## src/rtl/alu_exec_mc.sv

```systemverilog
// alu_exec_mc: multi-cycle EX-stage execute unit.
// Logic ops, add and compare finish in one cycle. Shifts walk one bit
// position per cycle through a working register, so no barrel shifter
// is needed. Valid/ready handshakes are used on both sides.
module alu_exec_mc #(
   parameter int XLEN    = 32,
   parameter int SHAMT_W = 5
) (
   input  logic            clk,
   input  logic            rst,
   input  logic            in_valid,
   output logic            in_ready,
   input  logic [3:0]      alu_ctrl,
   input  logic [XLEN-1:0] src_a,
   input  logic [XLEN-1:0] src_b,
   output logic            out_valid,
   input  logic            out_ready,
   output logic [XLEN-1:0] result,
   output logic            illegal
);

   typedef enum logic [1:0] {IDLE = 2'd0, SHIFT = 2'd1, DONE = 2'd2} state_t;

   state_t               state, state_nxt;
   logic [1:0]           shk_q;    // shift kind: 00 sll, 01 srl, 10 sra
   logic [XLEN-1:0]      work_q;   // shift working register, then the result
   logic [SHAMT_W-1:0]   cnt_q;    // remaining shift steps
   logic                 ill_q;
   logic                 accept;
   logic                 is_shift;
   logic [SHAMT_W-1:0]   shamt;

   // Single-cycle operations; shift codes are handled by the iterative path.
   function automatic logic [XLEN-1:0] alu_fn(input logic [3:0] c,
                                              input logic [XLEN-1:0] a,
                                              input logic [XLEN-1:0] b);
      logic [XLEN-1:0] sum;
      sum = a + b;
      case (c)
         4'b0000: alu_fn = sum;
         4'b0001: alu_fn = b;
         4'b0011: alu_fn = {sum[XLEN-1:1], 1'b0};
         4'b0100: alu_fn = {{(XLEN-1){1'b0}}, (a < b)};
         4'b0101: alu_fn = a ^ b;
         4'b0110: alu_fn = a | b;
         4'b0111: alu_fn = a & b;
         default: alu_fn = '0;
      endcase
   endfunction

   // Unassigned opcodes: 0010 and 1011-1111.
   function automatic logic is_illegal(input logic [3:0] c);
      is_illegal = (c == 4'b0010) || (c > 4'b1010);
   endfunction

   // One-bit shift step; sra replicates the sign bit.
   function automatic logic [XLEN-1:0] shift1(input logic [1:0] k,
                                              input logic [XLEN-1:0] v);
      logic signed [XLEN-1:0] sv;
      sv = v;
      case (k)
         2'b00:   shift1 = {v[XLEN-2:0], 1'b0};
         2'b01:   shift1 = {1'b0, v[XLEN-1:1]};
         default: shift1 = sv >>> 1;
      endcase
   endfunction

   assign shamt    = src_b[SHAMT_W-1:0];
   assign is_shift = alu_ctrl[3] & ~alu_ctrl[2] & ~(alu_ctrl[1] & alu_ctrl[0]);
   assign accept   = in_valid && in_ready;

   // State register
   always_ff @(posedge clk) begin
      if (rst) state <= IDLE;
      else     state <= state_nxt;
   end

   // Next-state logic
   always_comb begin
      state_nxt = state;
      case (state)
         IDLE:    if (accept) state_nxt = (is_shift && shamt != '0) ? SHIFT : DONE;
         SHIFT:   if (cnt_q == SHAMT_W'(1)) state_nxt = DONE;
         DONE:    if (out_ready) state_nxt = IDLE;
         default: state_nxt = IDLE;
      endcase
   end

   // Handshake outputs depend on state only
   always_comb begin
      in_ready  = (state == IDLE);
      out_valid = (state == DONE);
   end

   // Operand capture, iterative shifting and result hold
   always_ff @(posedge clk) begin
      if (rst) begin
         work_q <= '0;
         cnt_q  <= '0;
         ill_q  <= 1'b0;
         shk_q  <= 2'b00;
      end else begin
         case (state)
            IDLE: begin
               if (accept) begin
                  shk_q <= alu_ctrl[1:0];
                  ill_q <= is_illegal(alu_ctrl);
                  if (is_shift) begin
                     work_q <= src_a;
                     cnt_q  <= shamt;
                  end else begin
                     work_q <= alu_fn(alu_ctrl, src_a, src_b);
                     cnt_q  <= '0;
                  end
               end
            end
            SHIFT: begin
               work_q <= shift1(shk_q, work_q);
               cnt_q  <= cnt_q - SHAMT_W'(1);
            end
            default: ;
         endcase
      end
   end

   assign result  = work_q;
   assign illegal = ill_q;

endmodule

```

## config.mk

```make
export PLATFORM = sky130hd
export DESIGN_NAME = alu_exec_mc
export DESIGN_NICKNAME = d
export VERILOG_FILES = /design/src/rtl/alu_exec_mc.sv
export SDC_FILE = /design/constraint.sdc
export NUM_CORES = 1
export LEC_CHECK = 0
export BUFFER_PORTS_ARGS = -buffer_cell sky130_fd_sc_hd__buf_4
export CORE_MARGIN = 5
export CORE_UTILIZATION = 45
export DETAILED_ROUTE_END_ITERATION = 10
export PLACE_DENSITY = 0.77
export SYNTH_ARGS = -nofsm -noshare
export SYNTH_HDL_FRONTEND = slang
export SYNTH_SLANG_ARGS = --single-unit
export TNS_END_PERCENT = 50
```

## constraint.sdc

```tcl
create_clock -name clk -period 2.24 [get_ports clk]
set_input_delay 0.336 -clock clk [delete_from_list [all_inputs] [get_ports clk]]
set_output_delay 0.336 -clock clk [all_outputs]
set_load 0.01 [all_outputs]
```

==> flow_summary.ini <==
[sta]
period_share_pct = 108.4
slew_headroom_pct = 51.28
hold_viol = 0
tightest_slew_ns = 0.7252
max_freq_mhz = 411.9
period_needed_ns = 2.428
fin_setup_tns_ns = -0.3789
finalSetupViolCount = 7
clock_skew_ns = 0.003198
rsz0062_at_grt = true
setup_slack_ns = -0.1877
maxSlewViolCount = 0

[die]
initial_utilization_pct = 46.10
rows = 44
die_y_um = 132.5
boundaryPins = 107
dieArea_um2 = 17550
die_w_um = 132.5
core_um2 = 14640

[clock_tree]
cts-buffers-inserted = 5
clock-sinks = 42
cts_tree = done
clk_path_buf_depth = 2
htree_levels = 2
root_buffer = clkbuf_16
clk_pin_slew_worst_paths_ns = 0.06
clock_latency_ns = 0.29

[setup_path]
worst_setup_path_start_kind = primary input
cp.required_ns = 2.39
cp-end-kind = flip-flop
cp.arrival_ns = 2.58
r2r_slack_ns = 0.20
crit_fanout = 2
path_class = primary input to flip-flop

[detailed_routing]
first_iter_violations = 1640
drcViolationCount = 0
via_per_inst = 6.187
dr.pass1.iters = 9
dr_total_vias = 9392
drt.antenna.violating_nets = 0
drt-wirelength-per-cell_um = 20.33
wl_mm = 30.86

[finish]
multi_input_area_um2 = 5918
ff_latch_area_um2 = 840.8
mostFrequentLayoutCells = buf_4, nand2_1, a21oi_1
antenna_cells = 0
fin_area_um2 = 10610
final_common_cell = buf_4
finalNonFillerCells = 1518
nets = 1504
nFillCells = 1134
area_growth_pct = 57.20
layout-drive-gt1-share_pct = 39.13

[synthesis]
yosysUniqueCellTypes = 69
synth-seq-cells = 42
syn_avg_cell_area_um2 = 6.703
yosys-top-cells-area = ha_1, dfxtp_1, a21oi_1
netlist_area_um2 = 6750
synth_edf_count = 0
yosysTopAreaCell = ha_1
synthArstFlopShare_pct = 0
ys_seq_area_share_pct = 12.46
yosys_warnings = 0
yosys_most_used_dff = dfxtp_1
synth_cells = 1007
synth_top_area_share_pct = 18.16
synth_nets = 1178

[run]
max_cap_violations = 0

[grt]
grt.total_usage_pct = 31.88
overflow = 0
grt_max_degree = 28
grt_pass1_vias = 8397
grt_antenna_before_repair = 2
grt_pass1_wl_mm = 45.54

[min_path]
min_path_type = primary input to flip-flop

[place]
place_area_um2 = 9437
post-place-ws_ns = -0.4526
gp_congestion = 1.052
dp.cells = 1474
port_buffers = 106
dp_hpwl_mm = 23.15

[power_and_ir_drop]
vdd_drop_max_mv = 0.3725
cellPowerDensity_nw_per_um2 = 421.1
leakagePower_nw = 4.965

[outcome]
status = complete, but fails checks
violations = setup timing
[synthesized netlist by cell type (all sizes together) (4+ instances only)]
cell type and count:
a2111oi 9, a211oi 8, a21boi 4, a21o 17, a21oi 107, a221oi 14
a222oi 7, a22oi 14, a2bb2oi 4, a311oi 10, a31oi 7, and2 6
buf 26, clkbuf 45, dfxtp 42, ha 98, inv 90, mux2i 11
nand2 125, nand2b 7, nand3 41, nand4 10, nor2 96, nor2b 6
nor3 19, nor4 5, o211ai 8, o21a 5, o21ai 71, o21bai 9
o221ai 7, o22ai 9, o41ai 4, xnor2 11, xor2 9
[critical path: stages]
cell and delay [ns]:
buf_4 0.13, buf_6 0.12, ha_4 0.17, buf_6 0.12, a21oi_4 0.11, nor2_1 0.06, a211o_1 0.28, a21o_1 0.19
a311o_1 0.35, xor2_1 0.19, a311oi_1 0.39, nor3_1 0.13
[layout make-up]
cell class	instances	share of cell area [%]
Timing Repair Buffer	390	29.07
Clock buffer	5	1.179
Inverter	90	3.514
Multi-Input combinational cell	804	55.77
Sequential cell	42	7.924
Clock inverter	3	0.3773
Tap cell	184	2.170
[power by group]
part | leakage, nW | internal, mW | switching, mW
Combinational | 4.54 | 1.25 | 1.45
Clock | 0.0836 | 0.522 | 0.315
Sequential | 0.346 | 0.832 | 0.101
Total | 4.97 | 2.60 | 1.87
[metrics by stage]
stage | hold WS [ns] | util [%] | power, mW
after detailed placement | 0.4790 | 64.44 | 3.208
final | 0.4392 | 72.46 | 4.468
after global placement | 0.4679 | 64.44 | 3.171
after CTS | 0.4189 | 69.62 | 4.188
after global routing | 0.4416 | 72.46 | 4.652
after floorplan | 0.4450 | - | 2.072
[logic make-up (layout without fill, tap and decap cells)]
group	Yosys count	in the layout	synth area share (%)
AOI/OAI and AO/OA	338	338	32.98
and+or+nand+nor	334	334	21.96
muxes	13	13	1.965
xor gates and xnor gates	20	20	2.595
DFF	42	42	12.46
adders and majority gates	99	99	18.46
buffers and inverters	161	488	9.583
[repair_timing]
| item | CTS | global route |
|---|---|---|
| hold endpoints to repair | 0 | 0 |
| hold buffers | 0 | 0 |
| setup endpoints to repair | 14 | 25 |
| resized for setup | 94 | 79 |
| cloned | 0 | 0 |
| setup buffers | 28 | 12 |
| pin swaps | 34 | 33 |
[metal layers]
| metal | share of wire (%) | up-vias | track usage (%) | routed length [um] |
|---|---|---|---|---|
| li1 | - | 4261 | - | - |
| met2 | 43 | 705 | 49.52 | 13410 |
| met4 | 4.3 | 4 | 10.39 | 1312 |
| met1 | 40 | 4293 | 44.79 | 12230 |
| met5 | 0.10 | - | 0 | 32 |
| met3 | 13 | 129 | 5.543 | 3867 |
[flip-flops by register name, summed over array words and instances, names as in the netlist]
signal,cells
cnt_q,5
result,32
illegal,1
state,2
shk_q,2
[worst paths after layout]
path              startpoint          to  cells past startpoint
setup / recovery   src_b[10]  result[25]                     12
hold / removal           rst   result[2]                      2
setup reg to reg    state[0]   result[8]                      7
hold reg to reg     shk_q[0]    shk_q[0]                      2
Note: power is estimated with default switching activity, not from simulation.
